## src/rtl/ex_co_arbiter_if.sv

```systemverilog
// EX->CO packet type and the handshake bundle between the functional units and the arbiter.
package ex_co_pkg;
  typedef struct packed {
    logic        valid;
    logic [4:0]  rob_idx;
    logic [5:0]  dest_preg;
    logic [31:0] result;
  } ex_co_packet_t;
endpackage

interface ex_co_if #(
  parameter int NUM_FU = 4
);
  import ex_co_pkg::*;

  logic [NUM_FU-1:0]          fu_valid;
  ex_co_packet_t [NUM_FU-1:0] fu_packet;
  logic [NUM_FU-1:0]          fu_ready;
  ex_co_packet_t              ex_co_packet;
  logic [NUM_FU-1:0]          fu_grant;

  // master drives results in and consumes the issued packet; slave is the arbiter
  modport master (
    output fu_valid,
    output fu_packet,
    input  fu_ready,
    input  ex_co_packet,
    input  fu_grant
  );

  modport slave (
    input  fu_valid,
    input  fu_packet,
    output fu_ready,
    output ex_co_packet,
    output fu_grant
  );
endinterface

```

## src/rtl/ex_co_arbiter.sv

```systemverilog
// EX->CO transmit arbiter: per-FU result FIFOs drained one packet per cycle by a
// round-robin arbiter into a registered packet for the complete stage.
module ex_co_arbiter
  import ex_co_pkg::*;
#(
  parameter int NUM_FU = 4,
  parameter int DEPTH  = 2
) (
  input  logic   clock,
  input  logic   reset,
  input  logic   squash,
  ex_co_if.slave bus
);

  localparam int CNT_W = $clog2(DEPTH + 1);
  localparam int PTR_W = $clog2(DEPTH);
  localparam int IDX_W = (NUM_FU > 1) ? $clog2(NUM_FU) : 1;
  localparam logic [CNT_W-1:0] FULL_CNT = CNT_W'(DEPTH);
  localparam logic [NUM_FU-1:0] ONE_HOT0 = {{(NUM_FU-1){1'b0}}, 1'b1};

  ex_co_packet_t     mem_r   [NUM_FU][DEPTH];
  logic [CNT_W-1:0]  count_r [NUM_FU];
  logic [PTR_W-1:0]  head_r  [NUM_FU];
  logic [PTR_W-1:0]  tail_r  [NUM_FU];
  logic [IDX_W-1:0]  rr_ptr_r;
  ex_co_packet_t     out_pkt_r;
  logic [NUM_FU-1:0] grant_r;

  logic [NUM_FU-1:0] ready_s;
  logic [NUM_FU-1:0] nonempty_s;
  logic [NUM_FU-1:0] push_s;
  logic [NUM_FU-1:0] pop_s;
  logic              flush_s;
  logic              grant_valid_s;
  logic [IDX_W-1:0]  grant_idx_s;
  ex_co_packet_t     next_pkt_s;

  function automatic logic [IDX_W-1:0] wrap_idx(input int base, input int offset);
    int sum;
    sum = (base + offset) % NUM_FU;
    return IDX_W'(sum);
  endfunction

  assign flush_s = reset | squash;

  // FIFO status decoded from registered counts only; a pop never feeds back into ready
  always_comb begin
    ready_s    = '0;
    nonempty_s = '0;
    for (int i = 0; i < NUM_FU; i++) begin
      ready_s[i]    = (count_r[i] != FULL_CNT);
      nonempty_s[i] = (count_r[i] != '0);
    end
  end

  assign push_s = bus.fu_valid & ready_s & {NUM_FU{~flush_s}};

  // Round-robin search from rr_ptr_r; scanning offsets high-to-low lets the nearest candidate win
  always_comb begin
    grant_idx_s   = '0;
    grant_valid_s = |nonempty_s;
    for (int k = NUM_FU - 1; k >= 0; k--) begin
      grant_idx_s = nonempty_s[wrap_idx(int'(rr_ptr_r), k)] ? wrap_idx(int'(rr_ptr_r), k)
                                                           : grant_idx_s;
    end
  end

  // Pop decode plus the outgoing packet with its valid bit forced on
  always_comb begin
    pop_s = '0;
    for (int i = 0; i < NUM_FU; i++) begin
      pop_s[i] = grant_valid_s && (grant_idx_s == IDX_W'(i)) && !flush_s;
    end
    next_pkt_s       = mem_r[grant_idx_s][head_r[grant_idx_s]];
    next_pkt_s.valid = 1'b1;
  end

  // FIFO pointers and occupancy; reset and squash both empty every FIFO
  always_ff @(posedge clock) begin
    if (flush_s) begin
      for (int i = 0; i < NUM_FU; i++) begin
        count_r[i] <= '0;
        head_r[i]  <= '0;
        tail_r[i]  <= '0;
      end
    end else begin
      for (int i = 0; i < NUM_FU; i++) begin
        if (push_s[i]) begin
          tail_r[i] <= tail_r[i] + PTR_W'(1);
        end
        if (pop_s[i]) begin
          head_r[i] <= head_r[i] + PTR_W'(1);
        end
        case ({push_s[i], pop_s[i]})
          2'b10:   count_r[i] <= count_r[i] + CNT_W'(1);
          2'b01:   count_r[i] <= count_r[i] - CNT_W'(1);
          default: count_r[i] <= count_r[i];
        endcase
      end
    end
  end

  // FIFO storage; contents need no reset because the counts gate every read
  always_ff @(posedge clock) begin
    for (int i = 0; i < NUM_FU; i++) begin
      if (push_s[i]) begin
        mem_r[i][tail_r[i]] <= bus.fu_packet[i];
      end
    end
  end

  // Round-robin pointer: cleared by reset, held across a squash
  always_ff @(posedge clock) begin
    if (reset) begin
      rr_ptr_r <= '0;
    end else if (!squash && grant_valid_s) begin
      rr_ptr_r <= wrap_idx(int'(grant_idx_s), 1);
    end else begin
      rr_ptr_r <= rr_ptr_r;
    end
  end

  // Registered packet and one-hot source toward the complete stage
  always_ff @(posedge clock) begin
    if (flush_s) begin
      out_pkt_r <= '0;
      grant_r   <= '0;
    end else if (grant_valid_s) begin
      out_pkt_r <= next_pkt_s;
      grant_r   <= ONE_HOT0 << grant_idx_s;
    end else begin
      out_pkt_r <= '0;
      grant_r   <= '0;
    end
  end

  assign bus.fu_ready     = ready_s;
  assign bus.ex_co_packet = out_pkt_r;
  assign bus.fu_grant     = grant_r;

endmodule

```

## src/flat_wrapper.sv

```systemverilog
// flat-port wrapper written by rule: the top's interface ports become plain ports
module ex_co_arbiter_flat import ex_co_pkg::*;
#(
  parameter int NUM_FU = 4,
  parameter int DEPTH  = 2
)
  (clock, reset, squash, bus_fu_valid, bus_fu_packet, bus_fu_ready, bus_ex_co_packet, bus_fu_grant);
  ex_co_if #(.NUM_FU(NUM_FU)) bus_i ();
  input  logic clock;
  input  logic reset;
  input  logic squash;
  input wire logic [$bits(bus_i.fu_valid)-1:0] bus_fu_valid;
  input wire logic [$bits(bus_i.fu_packet)-1:0] bus_fu_packet;
  output wire logic [$bits(bus_i.fu_ready)-1:0] bus_fu_ready;
  output wire logic [$bits(bus_i.ex_co_packet)-1:0] bus_ex_co_packet;
  output wire logic [$bits(bus_i.fu_grant)-1:0] bus_fu_grant;
  assign bus_i.fu_valid = bus_fu_valid;
  assign bus_i.fu_packet = bus_fu_packet;
  assign bus_fu_ready = bus_i.fu_ready;
  assign bus_ex_co_packet = bus_i.ex_co_packet;
  assign bus_fu_grant = bus_i.fu_grant;
  ex_co_arbiter #(.NUM_FU(NUM_FU), .DEPTH(DEPTH)) u_core (.clock(clock), .reset(reset), .squash(squash), .bus(bus_i));
endmodule
```

## config.mk

```make
export PLATFORM = sky130hd
export DESIGN_NAME = ex_co_arbiter_flat
export DESIGN_NICKNAME = d
export VERILOG_FILES = /design/src/rtl/ex_co_arbiter_if.sv /design/src/rtl/ex_co_arbiter.sv /design/src/flat_wrapper.sv
export SDC_FILE = /design/constraint.sdc
export NUM_CORES = 1
export LEC_CHECK = 0
export CAP_MARGIN = 20
export CELL_PAD_IN_SITES_DETAIL_PLACEMENT = 0
export CELL_PAD_IN_SITES_GLOBAL_PLACEMENT = 2
export CORE_AREA = 4 4 235 237
export DETAILED_ROUTE_END_ITERATION = 7
export DIE_AREA = 0 0 239 241
export PLACE_DENSITY_LB_ADDON = 0.1
export SLEW_MARGIN = 20
export SYNTH_ARGS = -nofsm -noshare
export SYNTH_HDL_FRONTEND = slang
export SYNTH_SLANG_ARGS = --single-unit
```

## constraint.sdc

```tcl
create_clock -name clock -period 3.8 [get_ports clock]
set_input_delay 1.14 -clock clock [delete_from_list [all_inputs] [get_ports clock]]
set_output_delay 1.14 -clock clock [all_outputs]
set_load 0.01 [all_outputs]
```

==> out/qor.csv <==
metric,value,unit
share of the synthesized area in the top cell type,68.7,%
crit end category,output pin,
Routed Antenna Nets,0,
PD cells,579,mW/mm^2
reg2reg start,u_core.count_r[1][0],
H-tree depth,2,
Cells after DPL,1876,
crit path kind,register to output pin,
Max Cap Viol,0,
first-pass GRT wire length,63600,um
Met2 Routed Length,21500,um
Area growth syn-to-layout,30.9,%
"Seq/Total Area, Yosys",75.0,%
post-DR wirelength/cell,22.3,um
synth top area cells,"edfxtp_1, dfxtp_1, mux2_2",
Post-Syn Instances,974,
Synth top cells by count,"edfxtp_1, nor3_1, a21oi_1",
dominant synthesized flop cell,edfxtp_1,
gr ovfl total,0,
outcome,finished clean,
Worst Hold End,u_core.count_r[3][0],
final core area utilization,38.7,%
HPWL after DPL,27600,um
Buffers & Inverters on Critical Path,1,
row cnt,85,
Pleak,0.00673,uW
Final min period,3.00,ns
fin nets,1420,
Worst setup SP type,register,
yosys warns,0,
Hold WC Path Type,register to register,
syn avg cell area,16.2,sq um
VDD IR max,0.263,mV
worst-skew pair later-pin latency,0.57,ns
number of flops mapped to enable cells by yosys,360,
initial antenna violation count,6,
layout cells sized above 1,16.5,%
GRT Resource Usage Total,14.9,%
critical-path cell list,"nand2b_1, clkdlybuf4s50_1",
metal3 WL,2280,um
Setup Buffers After CTS,0,
Worst Tran Pin Value,0.973,ns
TritonCTS Sinks,410,
DIE AREA,0.0576,sq mm
CP required,2.66,ns
hold depth,1,
reg2reg end,u_core.count_r[3][1],
Worst Hold Slack,0.571,ns
cts bufs inserted,47,
vias in the first global route,9614,
core area,0.0533,sq mm
Yosys cell types,38,
die height,241,um
largest net degree at the start of global routing,49,
RSZ-0062 raised after global routing,no,
drt via density,4.61,
initial core utilization,29.5,%
HP Start,u_core.count_r[3][0],
M1 WL,19100,um
Post-CTS Hold Buffers,0,
CP Depth,2,
highest routed layer,met5,
crit-path leading delay family,buffers and inverters,
syn_nets,1165,
final setup fails,0,
Die X,239,um
critical path's largest stage delay,0.57,ns
synthesis-stage register bit count,410,
f_max,333,MHz
final clock skew,0.00974,ns
CP max-delay cell,clkdlybuf4s50_1,
final worst slack,0.798,ns
final number of hold-violating endpoints,0,
final RePlAce weighted congestion,0.706,
WP data arrival,1.86,ns
drt drc,0,
DRT iter0 DRCs,467,
CTS tree,yes,
"reg-to-reg slack, setup",0.85,ns
Tcrit/Tclk final,79.0,%
"Reg clk slew, reported paths",0.05,ns
Root Driver,clkbuf_16,
Max clock buf depth,3,
DR vias,9031,
Place WS,0.238,ns
routed wire length,43700,um
Max transition margin,35.2,%
cell taking the most area after synthesis,edfxtp_1,
Top-Level Pins,235,
Buffers on Ports,230,
Finished Layout Cells,1960,
Slew Limit Fails,0,
Tot Pwr,11900,uW
Worst R2R Path Depth,9,
worst-path fanout max,7,
CTS resizes,0,
drt first pass iters,4,
most common cell in the netlist,edfxtp_1,
Post-Synthesis Cell Area,0.0157,sq mm
"FFs w/ async S/R, synth",0,%
-- worst register-to-register path: cells and delay by family (launching register included) --
family / cells / cell delay [ns]
AND/OR/NAND/NOR: 4 / 0.84
adder cells (fa/ha/maj): 1 / 0.21
AO/OA/AOI/OAI: 3 / 0.83
flip-flops: 1 / 0.48
buffers and inverters: 1 / 0.33
-- layout make-up --
type,count,area [sq um]
clock buffer,70,1340
inverter,10,37.5
timing repair buffer,268,2690
tap,696,871
sequential,410,11800
clock inverter,13,174
fill,4960,32700
antenna,1,2.50
multi-input combinational,492,3670
-- power by group --
part | leakage (uW) | internal (uW) | switching, uW
logic | 0.00227 | 957 | 1280
registers | 0.00371 | 5130 | 127
clock network | 0.000743 | 2700 | 1740
total | 0.00673 | 8790 | 3140
-- per-stage QoR --
step / instance area, sq um / setup TNS [ns]
global route: 20600 / 0
floorplan: 15700 / -8.63
CTS: 20600 / 0
finish: 20600 / 0
global placement: 19100 / 0
detailed placement: 19100 / 0
-- logic make-up after synthesis --
family | synth area share (%)
buffers and inverters | 2.15
muxes | 11.7
AOI/OAI and AO/OA | 5.32
and+or+nand+nor | 4.83
adders and majority gates | 0.636
DFF | 75.0
xor gates and xnor gates | 0.334
-- cells in the final DEF, fill, tap and decap left out, types with 10 or more instances in the layout --
| cell type | instances |
|---|---|
| clkbuf_16 | 47 |
| a21oi_1 | 87 |
| nand2_1 | 16 |
| mux2i_1 | 86 |
| clkdlybuf4s50_1 | 230 |
| nor2_1 | 26 |
| nor3_1 | 90 |
| edfxtp_1 | 360 |
| dfxtp_1 | 50 |
| buf_4 | 30 |
| o22ai_1 | 43 |
| mux2_2 | 87 |
| clkbuf_1 | 15 |
| inv_1 | 10 |
-- worst max path at each step --
stage | endpoint | from | slack (ns)
3_3_place_gp | u_core.mem_r[1][76] | squash | 0.31
6_report | bus_fu_ready[0] | u_core.count_r[0][0] | 0.80
3_5_place_dp | u_core.mem_r[1][82] | squash | 0.24
2_1_floorplan | u_core.mem_r[0][0] | squash | -0.03
4_1_cts | bus_fu_ready[0] | u_core.count_r[0][0] | 0.71
5_1_grt | u_core.count_r[3][1] | u_core.count_r[3][0] | 0.60
-- flip-flops by register name, summed over array words and instances, names as in the netlist --
name	cells
u_core.bus.fu_grant	4
u_core.mem_r	344
u_core.head_r	4
u_core.count_r	8
u_core.bus.ex_co_packet	44
u_core.tail_r	4
u_core.rr_ptr_r	2
-- layer usage --
| layer | vias to the layer above | global-route usage, % |
|---|---|---|
| met5 | - | 0 |
| li1 | 4282 | - |
| met4 | 10 | 4.13 |
| met2 | 194 | 25.4 |
| met1 | 4484 | 19.6 |
| met3 | 61 | 3.06 |
(Power assumes the default switching activity.)
